**config.mk**
```make
export PLATFORM = sky130hd
export DESIGN_NAME = tdm_mux_rr
export DESIGN_NICKNAME = d
export VERILOG_FILES = /design/src/rtl/tdm_mux_pkg.sv /design/src/rtl/tdm_mux_rr_rr_pick.sv /design/src/rtl/tdm_mux_rr.sv
export SDC_FILE = /design/constraint.sdc
export NUM_CORES = 1
export LEC_CHECK = 0
export CORE_UTILIZATION = 35
export CTS_CLUSTER_SIZE = 12
export DETAILED_ROUTE_END_ITERATION = 10
export HOLD_SLACK_MARGIN = 0.15
export PLACE_DENSITY = 0.7
export SYNTH_ARGS = -nofsm -noshare
export SYNTH_HDL_FRONTEND = slang
export SYNTH_SLANG_ARGS = --single-unit
```
**constraint.sdc**
```tcl
create_clock -name clk -period 15.6 [get_ports clk]
set_input_delay 3.12 -clock clk [delete_from_list [all_inputs] [get_ports clk]]
set_output_delay 3.12 -clock clk [all_outputs]
set_load 0.01 [all_outputs]
```
**src/rtl/tdm_mux_pkg.sv**
```systemverilog
// Shared types and helpers for the tdm_mux_rr channel multiplexer.
// Optional feature macro: TDM_MUX_PARITY_EN (parity bit alongside each beat).
package tdm_mux_pkg;

    // Selection policy applied at each load decision
    typedef enum logic {
        MODE_DIRECT = 1'b0,
        MODE_SCAN   = 1'b1
    } mode_e;

    // Widest data word the parity helper accepts
    localparam int MAX_W = 64;

    // Number of bits needed to index n channels, never less than one
    function automatic int sel_width(input int n);
        int w;
        w = 0;
        for (int i = 0; i < 32; i++) begin
            if ((1 << w) < n) begin
                w = w + 1;
            end
        end
        return (w < 1) ? 1 : w;
    endfunction

    // Even parity bit: makes the total count of ones (data plus bit) even
    function automatic logic even_parity(input logic [MAX_W-1:0] v);
        return ^v;
    endfunction

endpackage

```
**src/rtl/tdm_mux_rr_rr_pick.sv**
```systemverilog
// Rotating-priority finder: first asserted request at or after ptr, wrapping.
module rr_pick #(
    parameter int N    = 16,
    parameter int SELW = 4
) (
    input  logic [N-1:0]    req,
    input  logic [SELW-1:0] ptr,
    output logic            found,
    output logic [SELW-1:0] idx
);

    int k;

    // Walk the channels starting at ptr and keep the first one that requests
    always_comb begin
        found = 1'b0;
        idx   = '0;
        k     = 0;
        for (int i = 0; i < N; i++) begin
            k = int'(ptr) + i;
            if (k >= N) begin
                k = k - N;
            end
            if (!found && req[k]) begin
                found = 1'b1;
                idx   = SELW'(k);
            end
        end
    end

endmodule

```
**src/rtl/tdm_mux_rr.sv**
```systemverilog
// Registered N:1 channel multiplexer with direct-select and round-robin scan
// modes, a single output beat under valid/ready, and per-channel acknowledge.
// Optional feature macro: TDM_MUX_PARITY_EN adds out_par (even parity of out).
module tdm_mux_rr
    import tdm_mux_pkg::*;
#(
    parameter int N    = 16,
    parameter int W    = 8,
    parameter int SELW = tdm_mux_pkg::sel_width(N)
) (
    input  logic            clk,
    input  logic            reset,
    input  logic [N*W-1:0]  in,
    input  logic [N-1:0]    in_valid,
    output logic [N-1:0]    in_ack,
    input  logic [SELW-1:0] sel1,
    input  logic            mode,
    output logic [W-1:0]    out,
    output logic [SELW-1:0] out_ch,
    output logic            out_valid,
    input  logic            out_ready,
    output logic            sel_err
`ifdef TDM_MUX_PARITY_EN
    ,
    output logic            out_par
`endif
);

    logic [(2**SELW)-1:0] valid_pad;
    logic                 sel_in_range;
    logic                 scan_found;
    logic [SELW-1:0]      scan_idx;
    logic                 cand_found;
    logic [SELW-1:0]      cand_idx;
    logic [W-1:0]         cand_data;
    logic                 load_ok;
    logic                 load;
    logic [SELW-1:0]      ptr;
    logic [SELW-1:0]      ptr_next;

    rr_pick #(
        .N    (N),
        .SELW (SELW)
    ) u_pick (
        .req   (in_valid),
        .ptr   (ptr),
        .found (scan_found),
        .idx   (scan_idx)
    );

    // Choose this cycle's candidate, decide whether the output slot is free, and acknowledge the winner
    always_comb begin
        valid_pad          = '0;
        valid_pad[N-1:0]   = in_valid;
        sel_in_range       = (int'(sel1) < N);
        if (mode == MODE_SCAN) begin
            cand_found = scan_found;
            cand_idx   = scan_idx;
        end else begin
            cand_found = sel_in_range && valid_pad[sel1];
            cand_idx   = cand_found ? sel1 : '0;
        end
        load_ok   = !out_valid || out_ready;
        load      = load_ok && cand_found;
        cand_data = in[int'(cand_idx)*W +: W];
        ptr_next  = (int'(cand_idx) == N - 1) ? '0 : cand_idx + SELW'(1);
        in_ack    = '0;
        if (load) begin
            in_ack[cand_idx] = 1'b1;
        end
    end

    // Output beat register, scan pointer and select-error flag; reset drops any held beat
    always_ff @(posedge clk) begin
        if (reset) begin
            out       <= '0;
            out_ch    <= '0;
            out_valid <= 1'b0;
            sel_err   <= 1'b0;
            ptr       <= '0;
`ifdef TDM_MUX_PARITY_EN
            out_par   <= 1'b0;
`endif
        end else begin
            sel_err <= (mode == MODE_DIRECT) && !sel_in_range;
            if (load_ok) begin
                if (cand_found) begin
                    out       <= cand_data;
                    out_ch    <= cand_idx;
                    out_valid <= 1'b1;
`ifdef TDM_MUX_PARITY_EN
                    out_par   <= even_parity(MAX_W'(cand_data));
`endif
                    if (mode == MODE_SCAN) begin
                        ptr <= ptr_next;
                    end
                end else begin
                    out_valid <= 1'b0;
                end
            end
        end
    end

endmodule

```
==> reports/results.tsv <==
metric	value	unit
grt_overflow	0	
grt_pass1_wl	28920	um
switching_power	400.1	uW
cp-end-kind	output pin	
cp_slowest_cell	mux4_2	
fp-row-count	42	
ys_seq_area_share	6.987	%
insertion_delay	0.25	ns
start_util	36.35	%
htree_levels	1	
dp_hpwl	15070	um
met1_usage	35.78	%
io_buffers	180	
ant_nets	0	
tightestPinTransition	0.9635	ns
clock-sinks	17	
vias_per_cell	6.171	
max_freq	86.82	MHz
drc	0	
ir_drop	61.00	uV
worst_ep_required_time	12.48	ns
synthesis.area	4871	um2
final_area	6799	um2
power_density	114.2	nW/um2
core_area	13400	um2
diodes	0	
setup_viol	0	
drv_slew	0	
min_period	11.52	ns
drt_wl_total	19120	um
dr_total_vias	5585	
drive_gt1_share	12.48	%
switching_share	51.51	%
slew_headroom	35.77	%
grt_max_degree	70	
antenna_found_initial	0	
cts_tree	yes	
gr-usage-met2	40.70	%
syn_inst	587	
yosysWarnings	0	
post_cts_resize_count	0	
synthesis.nets	750	
ys_types	68	
pwr-share-comb	85.9	%
crit_type	in2out	
wl_per_cell	21.12	um
p_seq_share	7.3	%
io_pins	182	
cp.arrival	8.40	ns
clk_pin_slew	0.05	ns
die_w	120.0	um
cts_root_buffer	clkbuf_16	
crit_family	buffers and inverters	
hold_viol	0	
die-area	14390	um2
syn_avg_cell_area	8.298	um2
tns	0	ns
slowest_delay	0.59	ns
track_usage	25.72	%
worst-path-buf-inv	3	
synth_edf_count	0	
critPathLaunchType	input port	
fin_crit_sh	73.83	%
die_h	120.0	um
final_cell_mix	clkdlybuf4s50_1, mux2i_1, nor2_1	
gp_congestion	1.017	
async_flop_share	0	%
placed_area	6720	um2
status	complete, no violations	
ys_ff_latch	17	
first_pass_iters	5	
fillers	1239	
busiest_layer	met2	
met3_usage	4.658	%
cts_buffer_depth	2	
hp-class	reg2reg	
crit_chain	clkdlybuf4s50_1 -> mux4_2 -> mux2_1 -> mux2_2 -> or3_4 -> nor2_1 -> nand3_2 -> o211ai_1 -> o211ai_1 -> nand2_1 -> inv_1 -> ha_1 -> nand2_1 -> nor2_1 -> clkdlybuf4s50_1	
fin_nets	893	
power_frac_clock	6.8	%
post_cts_buffers	0	
ctsHoldBuffers	0	
finClkSkew	0.003375	ns
internal-power	376.7	uW
yosys_most_used_dff	dfxtp_1	
final_common_cell	clkdlybuf4s50_1	
critPathMaxFanout	21	
syn_to_final_growth	39.58	%
rsz0062_at_grt	no	
p_leak	2.562	nW
maxCapViolCount	0	
numCtsBuffers	3	
drt-initial-drc-count	530	
grt_pass1_vias	5340	
==> cells by family after synthesis <==
family / after synthesis / share of synthesized area, %
AND/OR/NAND/NOR: 203 / 20.65
XOR/XNOR: 15 / 2.697
multiplexers: 154 / 41.48
other: 1 / 0.07699
buffers and inverters: 59 / 5.702
flip-flops: 17 / 6.987
adder cells (fa/ha/maj): 11 / 2.826
AO/OA/AOI/OAI: 127 / 19.57
==> sequential cells by signal, summed over array words and instances (netlist names) <==
name and flops:
out 8, out_ch 4, ptr 4, out_valid 1
==> synthesized netlist by cell type, types with 4 or more instances <==
cell type,instances,area (um2)
mux2_1,13,146.4
xnor2_1,12,105.1
o21ai_0,10,50.05
mux2_2,30,337.8
buf_2,15,75.07
clkbuf_1,24,90.09
a31oi_1,5,31.28
nand2_1,53,198.9
mux2i_1,77,770.7
a211oi_1,6,45.04
a22oi_1,15,112.6
nand2b_1,8,50.05
a311oi_1,10,87.58
and2_1,6,37.54
o211ai_1,8,60.06
nor2_1,57,214.0
ha_1,11,137.6
buf_4,4,30.03
a221oi_1,9,78.83
a21oi_1,21,105.1
a32oi_1,8,70.07
dfxtp_1,17,340.3
mux4_2,34,765.7
nor2b_1,12,75.07
inv_1,9,33.78
buf_1,4,15.01
and3_1,8,50.05
nand3_1,29,145.1
nand4_1,5,31.28
==> power groups by stage <==
stage,clock (mW),combinational [mW],sequential [mW]
global route,0.0548,0.715,0.0577
CTS,0.0532,0.652,0.0565
detailed placement,0,0.649,0.0573
finish,0.0529,0.667,0.0566
global placement,0,0.640,0.0571
floorplan,0,0.469,0.0617
==> metal layers <==
metal / wire [um] / vias to the layer above
li1: - / 2564
met1: 8165 / 2647
met2: 8815 / 330
met3: 1694 / 44
met4: 444 / 0
met5: 0 / -
==> worst min-delay path, cell delays in order, from the launching register on <==
cell     delay (ns)
dfxtp_1        0.33
mux2i_1        0.07
nor2_1         0.07
==> worst paths after layout <==
| kind | startpoint | end | slack (ns) | depth (start not counted) |
|---|---|---|---|---|
| setup / recovery | in_valid[8] | in_ack[2] | 4.08 | 15 |
| setup reg to reg | ptr[0] | out[1] | 8.71 | 17 |
| hold / removal | out_ch[3] | out_ch[3] | 0.49 | 2 |
| hold reg to reg | out_ch[3] | out_ch[3] | 0.49 | 2 |
==> through the flow <==
step	utilization (%)	hold WS, ns	power (mW)	worst slack, ns	cells
2_1_floorplan	-	0.5184	0.5308	5.954	587
3_3_place_gp	50.15	0.4765	0.6973	4.276	901
3_5_place_dp	50.15	0.4879	0.7064	4.179	901
4_1_cts	50.74	0.5009	0.7614	4.152	905
5_1_grt	50.74	0.5255	0.8271	3.838	905
6_report	50.74	0.4949	0.7768	4.082	905
==> cell type report <==
cell class	instances	area, um2	share of cell area (%)
Clock buffer	4	78.83	1.159
Inverter	9	33.78	0.4969
Multi-Input combinational cell	511	4264	62.72
Sequential cell	17	340.3	5.006
Tap cell	176	220.2	3.239
Timing Repair Buffer	188	1862	27.38
(Power assumes the default switching activity.)
